<file path="src/rtl/spi_multi_rx.sv">
// spi_multi_rx
//   NUM_CH independent SPI mode-0 slave receivers, oversampled in the sysclk
//   domain. Each channel assembles MSB-first words into its own FIFO, echoes
//   its previous word on MISO, and keeps sticky overflow / frame-error flags.
//   A round-robin arbiter merges the FIFOs into one valid/ready stream tagged
//   with the source channel.
//
// Ports
//   sysclk, reset        system clock, asynchronous active-high reset
//   SCLK, MOSI, CS_n     per-channel SPI inputs (asynchronous to sysclk)
//   MISO                 per-channel echo of the previously received word
//   m_valid/m_ready      output handshake
//   m_data, m_chan       received word and its source channel
//   ovf_flag             sticky: word dropped because the channel FIFO was full
//   frame_err            sticky: CS_n released in the middle of a word
//   flag_clr             per-channel pulse clearing both sticky flags

module spi_multi_rx #(
    parameter int NUM_CH     = 4,
    parameter int DATA_W     = 8,
    parameter int FIFO_DEPTH = 4,
    parameter int CH_W       = (NUM_CH > 1) ? $clog2(NUM_CH) : 1
) (
    input  logic              sysclk,
    input  logic              reset,
    input  logic [NUM_CH-1:0] SCLK,
    input  logic [NUM_CH-1:0] MOSI,
    input  logic [NUM_CH-1:0] CS_n,
    output logic [NUM_CH-1:0] MISO,
    output logic              m_valid,
    input  logic              m_ready,
    output logic [DATA_W-1:0] m_data,
    output logic [CH_W-1:0]   m_chan,
    output logic [NUM_CH-1:0] ovf_flag,
    output logic [NUM_CH-1:0] frame_err,
    input  logic [NUM_CH-1:0] flag_clr
);

    localparam int CNT_W = $clog2(DATA_W + 1);
    localparam int PTR_W = $clog2(FIFO_DEPTH);

    logic [NUM_CH-1:0] sclk_s1, sclk_s2, sclk_s3;
    logic [NUM_CH-1:0] mosi_s1, mosi_s2;
    logic [NUM_CH-1:0] cs_s1, cs_s2, cs_s3;
    logic [NUM_CH-1:0] sclk_rise, sclk_fall, cs_rise;

    logic [DATA_W-1:0] shreg   [NUM_CH];
    logic [CNT_W-1:0]  bit_cnt [NUM_CH];
    logic [DATA_W-1:0] echo    [NUM_CH];
    logic [NUM_CH-1:0] wr_pend;

    logic [DATA_W-1:0] fifo_mem [NUM_CH][FIFO_DEPTH];
    logic [PTR_W:0]    wr_ptr   [NUM_CH];
    logic [PTR_W:0]    rd_ptr   [NUM_CH];
    logic [NUM_CH-1:0] fifo_empty, fifo_full, fifo_wr, pop;
    logic [NUM_CH-1:0] ovf_set, ferr_set;

    logic [CH_W-1:0]   arb_ptr, grant, cand;
    logic              any_req, load_en;
    logic [DATA_W-1:0] head_data;

    // CS_n synchronisers idle high so a released bus looks inactive after reset.
    always_ff @(posedge sysclk or posedge reset) begin
        if (reset) begin
            sclk_s1 <= '0; sclk_s2 <= '0; sclk_s3 <= '0;
            mosi_s1 <= '0; mosi_s2 <= '0;
            cs_s1   <= '1; cs_s2   <= '1; cs_s3   <= '1;
        end else begin
            sclk_s1 <= SCLK;    sclk_s2 <= sclk_s1; sclk_s3 <= sclk_s2;
            mosi_s1 <= MOSI;    mosi_s2 <= mosi_s1;
            cs_s1   <= CS_n;    cs_s2   <= cs_s1;   cs_s3   <= cs_s2;
        end
    end

    assign sclk_rise = sclk_s2 & ~sclk_s3;
    assign sclk_fall = ~sclk_s2 & sclk_s3;
    assign cs_rise   = cs_s2 & ~cs_s3;

    always_comb begin
        ferr_set = '0;
        ovf_set  = '0;
        fifo_wr  = '0;
        MISO     = '0;
        for (int c = 0; c < NUM_CH; c++) begin
            ferr_set[c]   = cs_rise[c] && (bit_cnt[c] != '0);
            // A pop in the same cycle frees a slot, so a full FIFO still accepts.
            fifo_wr[c]    = wr_pend[c] && (!fifo_full[c] || pop[c]);
            ovf_set[c]    = wr_pend[c] && fifo_full[c] && !pop[c];
            MISO[c]       = ~cs_s2[c] & echo[c][DATA_W-1];
        end
    end

    always_ff @(posedge sysclk or posedge reset) begin
        if (reset) begin
            wr_pend   <= '0;
            ovf_flag  <= '0;
            frame_err <= '0;
            for (int c = 0; c < NUM_CH; c++) begin
                shreg[c]   <= '0;
                bit_cnt[c] <= '0;
                echo[c]    <= '0;
            end
        end else begin
            wr_pend   <= '0;
            ovf_flag  <= (ovf_flag & ~flag_clr) | ovf_set;
            frame_err <= (frame_err & ~flag_clr) | ferr_set;
            for (int c = 0; c < NUM_CH; c++) begin
                if (cs_s2[c]) begin
                    bit_cnt[c] <= '0;
                end else if (sclk_rise[c]) begin
                    shreg[c] <= {shreg[c][DATA_W-2:0], mosi_s2[c]};
                    if (bit_cnt[c] == CNT_W'(DATA_W - 1)) begin
                        bit_cnt[c] <= '0;
                        wr_pend[c] <= 1'b1;
                    end else begin
                        bit_cnt[c] <= bit_cnt[c] + CNT_W'(1);
                    end
                end
                // The trailing fall of a completed word (counter back at 0) does
                // not shift, so the MSB of the new echo is on MISO for the first
                // rise of the next word.
                if (wr_pend[c]) begin
                    echo[c] <= shreg[c];
                end else if (sclk_fall[c] && !cs_s2[c] && (bit_cnt[c] != '0)) begin
                    echo[c] <= {echo[c][DATA_W-2:0], 1'b0};
                end
            end
        end
    end

    always_comb begin
        fifo_empty = '0;
        fifo_full  = '0;
        for (int c = 0; c < NUM_CH; c++) begin
            fifo_empty[c] = (wr_ptr[c] == rd_ptr[c]);
            fifo_full[c]  = (wr_ptr[c][PTR_W] != rd_ptr[c][PTR_W]) &&
                            (wr_ptr[c][PTR_W-1:0] == rd_ptr[c][PTR_W-1:0]);
        end
    end

    always_ff @(posedge sysclk) begin
        for (int c = 0; c < NUM_CH; c++) begin
            if (fifo_wr[c]) fifo_mem[c][wr_ptr[c][PTR_W-1:0]] <= shreg[c];
        end
    end

    always_ff @(posedge sysclk or posedge reset) begin
        if (reset) begin
            for (int c = 0; c < NUM_CH; c++) begin
                wr_ptr[c] <= '0;
                rd_ptr[c] <= '0;
            end
        end else begin
            for (int c = 0; c < NUM_CH; c++) begin
                if (fifo_wr[c]) wr_ptr[c] <= wr_ptr[c] + (PTR_W + 1)'(1);
                if (pop[c])     rd_ptr[c] <= rd_ptr[c] + (PTR_W + 1)'(1);
            end
        end
    end

    // Search starts one past the last winner and wraps.
    always_comb begin
        any_req   = 1'b0;
        grant     = arb_ptr;
        cand      = '0;
        pop       = '0;
        load_en   = !m_valid || m_ready;
        for (int i = 1; i <= NUM_CH; i++) begin
            cand = CH_W'((int'(arb_ptr) + i) % NUM_CH);
            if (!any_req && !fifo_empty[cand]) begin
                any_req = 1'b1;
                grant   = cand;
            end
        end
        head_data = fifo_mem[grant][rd_ptr[grant][PTR_W-1:0]];
        if (load_en && any_req) pop[grant] = 1'b1;
    end

    always_ff @(posedge sysclk or posedge reset) begin
        if (reset) begin
            m_valid <= 1'b0;
            m_data  <= '0;
            m_chan  <= '0;
            arb_ptr <= CH_W'(NUM_CH - 1);
        end else if (load_en) begin
            m_valid <= any_req;
            if (any_req) begin
                m_data  <= head_data;
                m_chan  <= grant;
                arb_ptr <= grant;
            end
        end
    end

endmodule
</file>
<file path="config.mk">
export PLATFORM = sky130hd
export DESIGN_NAME = spi_multi_rx
export DESIGN_NICKNAME = d
export VERILOG_FILES = /design/src/rtl/spi_multi_rx.sv
export SDC_FILE = /design/constraint.sdc
export NUM_CORES = 1
export LEC_CHECK = 0
export ABC_AREA = 1
export BUFFER_PORTS_ARGS = -buffer_cell sky130_fd_sc_hd__buf_2
export CORE_ASPECT_RATIO = 0.75
export CORE_MARGIN = 1.5
export CORE_UTILIZATION = 67
export CTS_CLUSTER_DIAMETER = 150
export DETAILED_ROUTE_END_ITERATION = 8
export PLACE_DENSITY = 0.87
export SLEW_MARGIN = 10
export SYNTH_ARGS = -nofsm -noshare
export SYNTH_HDL_FRONTEND = slang
export SYNTH_SLANG_ARGS = --single-unit
</file>
<file path="constraint.sdc">
create_clock -name sysclk -period 8.24 [get_ports sysclk]
set_clock_uncertainty 0.05 [all_clocks]
set_input_delay 0.412 -clock sysclk [delete_from_list [all_inputs] [get_ports sysclk]]
set_output_delay 0.412 -clock sysclk [all_outputs]
set_load 0.02 [all_outputs]
</file>
=== Word-level counts from Yosys, hierarchy flattened ===
Memory sizes are Yosys's and may differ from the RTL's.
Cells that the tools add are included.

* Register bits: 161
* RAM bits: 128
* Input port bits: 19
* Output and inout bits: 23
* Logic and storage cells: 259
* Memories: 1

{| class="wikitable"
|+ Memories
! memory !! depth !! bits a word !! read ports !! clocked after memory_dff !! write ports !! line !! source
|-
| fifo_mem || 4 || 32 || 1 || 0 || 4 || 52 || <nowiki>logic [DATA_W-1:0] fifo_mem [NUM_CH][FIFO_DEPTH];</nowiki>
|}

* $add $sub $neg: 16
* Order comparisons: 16
* Eq/ne operators: 16
* Mux-type cells: 73
* Bitwise operators: 25
* Reduce and logical (&&, ||, !) cells: 77

{| class="wikitable"
|+ Operators by type and width
! cell !! count
|-
| $mux 32 || 4
|-
| $mux 8 || 14
|-
| $demux 8 s2 || 4
|-
| $mux 4 || 13
|-
| $logic_and 1x1->1 || 37
|-
| $mux 1 || 25
|-
| $add 3x1->3 const B || 8
|-
| $and 4x4->4 || 5
|-
| $ge 3x3->1 const B || 6
|-
| $logic_not 1->1 || 18
|-
| $not 2->3 || 6
|-
| $add 4x1->4 const B || 4
|-
| $bmux 8 s2 || 1
|-
| $eq 4x3->1 const B || 4
|-
| $not 4->4 || 4
|-
| $reduce_bool 2->1 || 8
|-
| $reduce_bool 4->1 || 4
|-
| $lt 2x3->1 const B || 5
|-
| $eq 3x3->1 || 4
|-
| $lt 3x1->1 const B || 4
|-
| $mux 2 || 6
|-
| $reduce_and 2->1 || 5
|-
| $bmux 1 s2 || 4
|-
| $eq 2x2->1 || 4
|-
| 10 further kinds || 26
|}

=== Longest topological paths before layout ===
Gate-level depths: netlist of run 1.

* Depth after elaboration: 21
* Gate-level depth with buffers: 24

=== Least setup slack after synthesis of run 1 ===
Ideal clock, no wire load.

* Path kind: register to register
* Start point: register arb_ptr[0]
* End point: memory fifo_mem[3][10] (netlist name), enable pin
* Library setup time: 0.371 ns
* Data arrival time: 2.259 ns
* Setup slack: 5.561 ns
* Stages on the path, launching flop included: 14
* Buffers on the path: 2
* Period minus slack after synthesis: 2.679 ns
* Path through: dfstp_2 > buf_6 > xnor2_2 > inv_2 > nand3_1 > nand2_4 > nand3_1 > nand2_2 > a21oi_2 > buf_6 > nand3_4 > nand2_2 > nand2_2 > nor2_1

{| class="wikitable"
|+ RTL lines
! item !! line !! source
|-
| start, declared || 58 || <nowiki>logic [CH_W-1:0] arb_ptr, grant, cand;</nowiki>
|-
| start signal, assigned || 184 || <nowiki>arb_ptr <= CH_W'(NUM_CH - 1);</nowiki>
|-
| start signal, assigned || 190 || <nowiki>arb_ptr <= grant;</nowiki>
|-
| end, declared || 52 ||
|}

==> run_results.csv, run 1 <==
group,metric,value,unit
sta,maxSlewHeadroom,0.250,
flow_run,maxCapViolCount,0,
drt,drt_pass1_iterations,5,
floorplan,core_area,0.0187,mm^2
clocking,cts_num_sinks,289,
logic_synthesis,synth_area,0.0130,mm^2
logic_synthesis,async_flop_share,0.557,
worst_setup_path,worstSetupPathType,"reg2reg",
worst_setup_path,cp-end-kind,"flop",
sta,tns,0,ns
clocking,cts-root-buf,"clkbuf_16",
drt,routed_wl,28600,um
final_layout,final_layout_size_suffix_gt1_frac,0.103,
logic_synthesis,synth_seq_cells,289,
power,p_comb_frac,0.494,
placement,placedCellCount,1589,
clocking,clk_pin_slew,0.07,ns
grt,grt_usage,0.297,
grt,grt_max_degree,84,
clocking,cts_buffers,27,
drt,drtIter0Drc,1126,
logic_synthesis,synth_top_area_cell,"edfxtp_1",
logic_synthesis,synthDistinctLibCells,34,
final_layout,n_antenna_cell,0,
floorplan,dieHeight,123,um
power,p_leak,6.55,nW
clocking,tritoncts,"done",
logic_synthesis,syn_avg_cell_area,9.65,um^2
placement,dpl.hpwl,19100,um
power,switching_share,0.463,
floorplan,io_pins,42,
power,p_int,3.41,mW
sta,post-route-period-util,0.532,
drt,via_count,9486,
sta,rsz0062_at_grt,"false",
final_layout,fill_cells,1241,
placement,io_buffers,41,
grt,grt_pass1_wl,46300,um
grt,grt-ovfl-total,0,
logic_synthesis,synth.area.top_cells,"edfxtp_1, dfrtp_1, nand2_1",
sta,fin_ws,3.85,ns
worst_setup_path,critPathRequiredTime,8.36,ns
clocking,clock_latency,0.55,ns
drt,wl_per_cell,17.3,um
floorplan,fp.dieArea,0.0202,mm^2
sta,tightest_slew,1.12,ns
drt,viasPerCell,5.74,
final_layout,area_growth,10.2,%
status,status,"finished clean",
logic_synthesis,synth.yosys.warnings,0,
floorplan,start_util,0.693,
sta,hold_viol,0,
power,pwr-share-seq,0.291,
placement,placed_area,0.0132,mm^2
logic_synthesis,synth_edf_count,128,
grt,grt_pass1_vias,9125,
drt,remaining_drc_errors,0,
sta,max_freq,228,MHz
clocking,cts_buffer_depth,3,
power,switching_power,2.95,mW
grt,antenna_found_initial,0,
sta,finalSetupViolations,0,
worst_setup_path,critPathLaunchType,"flop",
logic_synthesis,synth_top_cell_area_share,0.296,
logic_synthesis,seq_area_frac_synth,0.609,
worst_hold_path,hp-class,"in2reg",
power,pwr_density_cell,445,mW/mm^2
clocking,ctsHtreeMaxLevel,1,
floorplan,die_x,164,um
sta,min_period,4.39,ns
power,power_frac_clock,0.214,
worst_setup_path,arrival,4.51,ns
logic_synthesis,syn_nets,1391,
logic_synthesis,postSynthCellCount,1344,
placement,dp_slack,4.00,ns
drt,ant_nets,0,
final_layout,final_area,0.0143,mm^2
placement,gp_congestion,0.904,
worst_setup_path,critPathMaxFanout,67,
logic_synthesis,synth_flop_cell,"dfrtp_1",
sta,report.final.slew_viol_count,0,
floorplan,rows,43,
final_layout,fin_cells,1652,
final_layout,nets,1431,
power,ir_drop,0.484,mV
through the flow:
| stage | total power, mW | util | hold slack (ns) |
|---|---|---|---|
| 4_1_cts | 6.29 | 0.763 | 0.00390 |
| 2_1_floorplan | 4.39 | - | 0.281 |
| 3_5_place_dp | 4.89 | 0.704 | 0.285 |
| 5_1_grt | 6.80 | 0.763 | 0.0105 |
| 3_3_place_gp | 4.78 | 0.704 | 0.283 |
| 6_report | 6.36 | 0.763 | 0.0119 |
layout make-up:
type                       count  area (um^2)  area share
clock buffer                  33          718      0.0503
clock inverter                17          253      0.0177
inverter                     161          612      0.0428
multi-input combinational    847         4140       0.290
sequential                   289         7890       0.552
tap                          247          309      0.0216
timing repair buffer          58          365      0.0256
cell usage after synthesis, drive strengths merged (5+ instances only):
cell type  count
a21oi         27
buf           34
clkbuf        13
dfrtp        147
dfstp         14
edfxtp       128
ha            28
inv          159
nand2        454
nand3        130
nand4          9
nor2          65
nor3           5
o211ai         8
o21ai         78
o22ai         12
xnor2          6
xor2          19
cell usage in the layout (no fill, tap or decap), types with 7 or more instances in the layout:
cell / Yosys / routed
nand2_1: 438 / 438
inv_1: 148 / 147
dfrtp_1: 147 / 147
edfxtp_1: 128 / 128
nand3_1: 124 / 124
o21ai_0: 75 / 75
nor2_1: 60 / 60
buf_2: 8 / 41
ha_1: 28 / 28
clkbuf_16: 0 / 27
a21oi_1: 26 / 26
xor2_1: 19 / 19
dfstp_2: 14 / 14
dlygate4sd3_1: 0 / 13
o22ai_1: 12 / 12
inv_2: 10 / 10
nand4_1: 9 / 9
nand2_2: 9 / 9
o211ai_1: 8 / 8
nand2_4: 7 / 7
cells by family (layout without fill, tap and decap cells):
group | Yosys count | in the layout | share of synthesized area
compound gates | 131 | 131 | 0.0548
xor+xnor | 25 | 25 | 0.0175
fa+ha+maj | 28 | 28 | 0.0270
buf+inv | 208 | 269 | 0.0728
flops | 289 | 289 | 0.609
simple gates | 663 | 663 | 0.219
metal layers:
layer | track usage | part of all wire | up-vias | routed length (um)
li1 | - | - | 4420 | -
met1 | 0.435 | 0.43 | 4565 | 12400
met2 | 0.479 | 0.46 | 430 | 13200
met3 | 0.0356 | 0.078 | 71 | 2230
met4 | 0.0790 | 0.026 | 0 | 750
met5 | 0 | 0 | - | 0
worst max-delay path, cell delays in order, from the launching register on:
cell,delay (ns)
dfrtp_1,0.41
inv_1,0.16
nand2_1,0.09
nand2_1,0.11
nand3_1,0.09
nand2_1,0.12
nand3_1,0.15
nand2_4,0.14
nand2_1,0.08
nand2_2,0.08
nand2_4,0.39
nand2_4,0.76
nand3_2,0.23
nand2_1,0.25
nand2_2,0.17
nor2_1,0.72
power groups by stage:
stage / registers [mW] / logic, mW / clock network (mW)
global placement: 1.86 / 2.92 / 0
finish: 1.85 / 3.14 / 1.36
floorplan: 1.86 / 2.53 / 0
CTS: 1.85 / 3.07 / 1.37
global route: 1.87 / 3.50 / 1.43
detailed placement: 1.88 / 3.01 / 0
worst paths after layout:
kind / startpoint / endpoint / slack, ns / cells after the start
setup reg to reg: wr_ptr[7] / fifo_mem[2][29] / 3.85 / 15
hold / removal: flag_clr[3] / ovf_flag[3] / 0.01 / 2
min in group asynchronous: reset / sclk_s2[2] / 0.48 / 3
hold reg to reg: mosi_s1[0] / mosi_s2[0] / 0.30 / 0
setup / recovery: wr_ptr[7] / fifo_mem[2][29] / 3.85 / 15
max in group asynchronous: reset / rd_ptr[8] / 6.18 / 4
state kept, by name, indices dropped and copies added, names as in the netlist:
register / count
fifo_mem: 128
echo: 32
shreg: 32
bit_cnt: 16
rd_ptr: 12
wr_ptr: 12
m_data: 8
cs_s1: 4
cs_s2: 4
cs_s3: 4
frame_err: 4
mosi_s1: 4
mosi_s2: 4
ovf_flag: 4
sclk_s1: 4
sclk_s2: 4
sclk_s3: 4
wr_pend: 4
arb_ptr: 2
m_chan: 2
m_valid: 1
repair_timing:
item | in CTS | in global routing
resized for setup | 0 | 0
hold endpoints to repair | 63 | 0
hold buffers | 13 | 0
buffers inserted | 0 | 0
setup endpoints to repair | 0 | 0
Note: power is estimated with default switching activity, not from simulation.
==> run 2: changes to the inputs <==
--- a/config.mk
+++ b/config.mk
@@ -9,10 +9,10 @@
 export BUFFER_PORTS_ARGS = -buffer_cell sky130_fd_sc_hd__buf_2
 export CORE_ASPECT_RATIO = 0.75
 export CORE_MARGIN = 1.5
-export CORE_UTILIZATION = 67
+export CORE_UTILIZATION = 56
 export CTS_CLUSTER_DIAMETER = 150
 export DETAILED_ROUTE_END_ITERATION = 8
-export PLACE_DENSITY = 0.87
+export PLACE_DENSITY = 0.78
 export SLEW_MARGIN = 10
 export SYNTH_ARGS = -nofsm -noshare
 export SYNTH_HDL_FRONTEND = slang
==> constraint.sdc (replaced) <==
create_clock -name sysclk -period 3.7 [get_ports sysclk]
set_clock_uncertainty 0.05 [all_clocks]
set_input_delay 0.185 -clock sysclk [delete_from_list [all_inputs] [get_ports sysclk]]
set_output_delay 0.185 -clock sysclk [all_outputs]
set_load 0.02 [all_outputs]
==> run_results.csv, run 2 (synthesized netlist as in run 1, its figures left out) <==
group,metric,value,unit
grt,antenna_found_initial,0,
drt,via_count,9237,
final_layout,final_area,0.0145,mm^2
placement,placedCellCount,1660,
sta,hold_viol,0,
worst_setup_path,arrival,3.71,ns
power,ir_drop,0.682,mV
clocking,cts_buffers,27,
worst_setup_path,critPathSlowestCell,"dfrtp_1",
sta,max_freq,300,MHz
sta,tns,0,ns
drt,routed_wl,29200,um
sta,post-route-period-util,0.900,
clocking,cts_num_sinks,289,
final_layout,nets,1460,
grt,grt_max_degree,87,
clocking,ctsHoldBuffers,18,
drt,drt_pass1_iterations,5,
placement,gp_congestion,0.940,
sta,min_period,3.33,ns
floorplan,start_util,0.579,
final_layout,mostFrequentLayoutCells,"nand2_1, inv_1, dfrtp_1",
worst_setup_path,cp-end-kind,"flop",
worst_setup_path,crit_family,"simple AND/OR/NAND/NOR gates",
final_layout,fin_cells,1728,
drt,remaining_drc_errors,0,
floorplan,dieHeight,135,um
worst_setup_path,critPathRequiredTime,4.08,ns
final_layout,final_layout_size_suffix_gt1_frac,0.119,
sta,finalSetupViolations,0,
clocking,cts-root-buf,"clkbuf_16",
clocking,post_cts_resized,0,
clocking,ctsHtreeMaxLevel,1,
floorplan,fp.dieArea,0.0241,mm^2
final_layout,layout_commonest_cell,"nand2_1",
power,pwr_density_cell,961,mW/mm^2
power,p_leak,6.64,nW
final_layout,fill_cells,1723,
grt,grt-busiest-layer,"met1",
worst_setup_path,worstSetupPathType,"reg2reg",
sta,maxSlewHeadroom,0.260,
worst_setup_path,critPathLaunchType,"flop",
grt,grt_use_met1,0.401,
final_layout,fin_util,0.647,
clocking,clk_pin_slew,0.07,ns
clocking,postCtsSetupRepairBufs,0,
placement,io_buffers,41,
final_layout,n_antenna_cell,0,
worst_setup_path,cpMostUsedCell,"nand2_1",
floorplan,io_pins,42,
final_layout,largest_reg_flops,128,
floorplan,die_x,179,um
worst_setup_path,critPathMaxFanout,37,
worst_hold_path,hp-class,"in2async",
worst_setup_path,path_cells,"inv_2 -> nand2_1 -> nand2_1 -> nand2_1 -> nor2_1 -> nand2_1 -> nand3_1 -> nand2_1 -> inv_1 -> nand3_1 -> nand2_2 -> nand2_1 -> o21ai_2 -> buf_4 -> nand2_1 -> nand2_2 -> buf_4 -> nand2_1 -> nand3_1 -> nand2_1 -> nand2_1 -> nand2_1",
drt,ant_nets,0,
grt,grt-ovfl-total,0,
drt,drtIter0Drc,1023,
grt,grtUsageMet2,0.361,
grt,grt_use_met3,0.0366,
grt,grt_pass1_vias,8902,
grt,grt_usage,0.253,
final_layout,area_growth,11.8,%
clocking,clock_latency,0.54,ns
flow_run,maxCapViolCount,0,
status,status,"finished clean",
clocking,cts_buffer_depth,3,
sta,tightest_slew,1.11,ns
drt,viasPerCell,5.35,
clocking,tritoncts,"done",
worst_setup_path,slowest_delay,0.42,ns
placement,placed_area,0.0134,mm^2
floorplan,rows,47,
grt,grt_pass1_wl,46900,um
placement,dpl.hpwl,20700,um
floorplan,core_area,0.0224,mm^2
sta,rsz0062_at_grt,"false",
worst_setup_path,critPathBufInv,4,
sta,report.final.slew_viol_count,0,
drt,wl_per_cell,16.9,um
run 2: changes by cell type in the layout (fill, tap and decap cells not counted), sizes merged:
cell / delta
buf: +24
bufinv: -5
dlygate4sd3: +5
clkinvlp: +4
clkinv: +1
run 2: stage by stage:
stage	setup WS, ns	power [mW]	hold WS [ns]
6_report	0.372	13.9	0.231
5_1_grt	0.150	15.0	0.209
4_1_cts	0.474	13.8	0.211
3_5_place_dp	0.501	11.0	0.241
3_3_place_gp	0.615	10.9	0.239
2_1_floorplan	1.02	9.77	0.139
run 2: worst paths after layout:
check	start	slack, ns	endpoint	cells after the start
hold reg to reg	mosi_s1[0]	0.30	mosi_s2[0]	0
max in group asynchronous	reset	2.48	cs_s3[0]	4
setup reg to reg	wr_ptr[3]	0.37	m_data[2]	22
min in group sysclk	MOSI[1]	0.23	mosi_s1[1]	2
hold / removal	reset	0.23	shreg[0]	3
setup / recovery	wr_ptr[3]	0.37	m_data[2]	22
run 2: worst register-to-register path, delay by kind of cell, from the launching register on:
kind                   cells  cell delay (ns)
buffers and inverters      4             0.82
AND/OR/NAND/NOR           17             1.85
flip-flops                 1             0.42
AO/OA/AOI/OAI              1             0.09
run 2: where the power goes:
group / total, mW / switching, mW / internal [mW]
combinational: 7.07 / 4.91 / 2.16
sequential: 4.15 / 0.337 / 3.81
clock: 2.71 / 1.22 / 1.49
total: 13.9 / 6.48 / 7.46
run 2: area by class of cell:
| cell class | count | area (um^2) | share of cell area |
|---|---|---|---|
| tap | 294 | 368 | 0.0254 |
| clock buffer | 33 | 728 | 0.0502 |
| multi-input combinational | 847 | 4140 | 0.285 |
| timing repair buffer | 87 | 621 | 0.0428 |
| clock inverter | 17 | 139 | 0.00958 |
| sequential | 289 | 7890 | 0.544 |
| inverter | 161 | 611 | 0.0421 |
run 2: metal layers:
layer  vias to the layer above  share of wire
met5                         -              0
met4                         0          0.026
met3                        58          0.088
met2                       378           0.41
met1                      4324           0.47
li1                       4477              -
==> run 3: changes to the inputs <==
==> constraint.sdc (replaced) <==
create_clock -name sysclk -period 2.8 [get_ports sysclk]
set_clock_uncertainty 0.05 [all_clocks]
set_input_delay 0.14 -clock sysclk [delete_from_list [all_inputs] [get_ports sysclk]]
set_output_delay 0.14 -clock sysclk [all_outputs]
set_load 0.02 [all_outputs]
==> run_results.csv, run 3 (synthesized netlist as in run 1, its figures left out) <==
group,metric,value,unit
grt,grt_max_degree,57,
final_layout,fill_cells,1551,
drt,viasPerCell,5.39,
floorplan,dieHeight,135,um
drt,routed_wl,31800,um
status,status,"complete, but fails checks",
worst_setup_path,critPathLaunchType,"flop",
sta,tightest_slew,0.929,ns
sta,tns,-0.756,ns
sta,post-route-period-util,1.02,
grt,antenna_found_initial,0,
grt,grt-ovfl-total,0,
drt,drt_pass1_iterations,7,
final_layout,final_area,0.0160,mm^2
worst_hold_path,hp-class,"in2reg",
clocking,cts_buffers,28,
sta,min_period,2.85,ns
drt,drtIter0Drc,1184,
clocking,ctsHtreeMaxLevel,1,
worst_setup_path,r2r_slack,-0.05,ns
placement,dp_slack,-0.157,ns
final_layout,area_growth,23.3,%
final_layout,largest_reg_flops,128,
floorplan,die_x,179,um
final_layout,nets,1547,
grt,grt_pass1_vias,9222,
sta,hold_viol,0,
floorplan,start_util,0.579,
sta,report.final.slew_viol_count,0,
final_layout,multi_input_area,0.00449,mm^2
grt,grt_usage,0.260,
placement,dpl.hpwl,21200,um
worst_setup_path,cp-end-kind,"flop",
final_layout,layout_commonest_cell,"nand2_1",
final_layout,seq_area,0.00789,mm^2
placement,io_buffers,41,
worst_setup_path,worstSetupPathType,"reg2reg",
final_layout,n_antenna_cell,0,
sta,fin_ws,-0.0494,ns
clocking,cts_num_sinks,289,
grt,grt_pass1_wl,48200,um
clocking,clock_latency,0.56,ns
final_layout,final_layout_size_suffix_gt1_frac,0.209,
floorplan,io_pins,42,
clocking,cts_buffer_depth,3,
drt,ant_nets,0,
placement,gp_congestion,0.931,
drt,remaining_drc_errors,0,
clocking,tritoncts,"done",
sta,max_freq,351,MHz
drt,via_count,9795,
placement,placed_area,0.0140,mm^2
sta,maxSlewHeadroom,0.378,
drt,wl_per_cell,17.5,um
final_layout,fin_cells,1816,
flow_run,maxCapViolCount,0,
clocking,clk_pin_slew,0.06,ns
floorplan,core_area,0.0224,mm^2
worst_setup_path,arrival,3.06,ns
sta,rsz0062_at_grt,"true",
worst_setup_path,critPathRequiredTime,3.01,ns
worst_setup_path,critPathMaxFanout,8,
placement,placedCellCount,1720,
floorplan,fp.dieArea,0.0241,mm^2
status,violations,"negative setup slack",
floorplan,rows,47,
sta,finalSetupViolations,36,
final_layout,mostFrequentLayoutCells,"nand2_1, dfrtp_1, inv_1",
clocking,cts-root-buf,"clkbuf_16",
-- run 3: cell types whose count changed in the layout (fill, tap and decap cells not counted), moves of 6 or more --
cell / delta
buf_4: +39
nand2_1: -26
buf_6: +23
buf_12: +16
nand2_2: +15
nor2_1: -14
nand3_1: -12
nand3_2: +9
nor2_4: +9
clkbuf_16: +8
inv_1: -6
nand2_4: +6
-- run 3: path summary, 6_finish.rpt --
kind                             from               to  cells past startpoint
hold reg to reg            mosi_s1[2]       mosi_s2[2]                      0
hold / removal                SCLK[1]       sclk_s1[1]                      2
max in group asynchronous       reset       arb_ptr[0]                      4
min in group asynchronous       reset       sclk_s1[2]                      3
setup / recovery            rd_ptr[4]  fifo_mem[0][29]                     19
setup reg to reg            rd_ptr[4]  fifo_mem[0][29]                     19
-- run 3: layout make-up --
cell class	count	share of cell area
Sequential cell	289	0.494
Multi-Input combinational cell	847	0.281
Timing Repair Buffer	173	0.105
Clock buffer	36	0.0489
Inverter	161	0.0388
Tap cell	294	0.0230
Clock inverter	16	0.0105
-- run 3: layer usage --
layer  vias to the layer above  track usage  wire (um)
li1                       4655            -          -
met1                      4638        0.384      13700
met2                       442        0.389      14300
met3                        60       0.0667       3190
met4                         0       0.0625        624
met5                         -            0          0
-- run 3: what timing repair did --
action                                 CTS  global route
resized for setup                       14           116
pin swaps                                1            35
setup buffers                            1            17
hold buffers                            18             0
cloned                                   0             8
setup endpoints to repair              102           146
endpoints found under the hold margin   45             0
-- run 3: stage by stage --
step	utilization	hold slack, ns
after floorplan	-	0.0945
after global placement	0.626	0.195
after detailed placement	0.626	0.197
after CTS	0.679	0.148
after global routing	0.714	0.165
final	0.714	0.168
-- run 3: critical path: stages (launching register included) --
cell and delay, ns:
dfrtp_1 0.41, inv_2 0.10, nand2_2 0.07, nand2_4 0.09, nand2_4 0.06, nor2_4 0.13, buf_6 0.13, nand2_4 0.05
nand3_4 0.07, nand2_4 0.07, nor2_4 0.16, nand2_4 0.14, o21ai_2 0.17, buf_6 0.17, buf_12 0.11, nand3_4 0.06
nand2_4 0.10, nand2_8 0.09, nor2_4 0.14, buf_8 0.15
Power of run 3 is not shown: default switching activity piles up to over one toggle a cycle in this logic, so the estimate is an artifact.
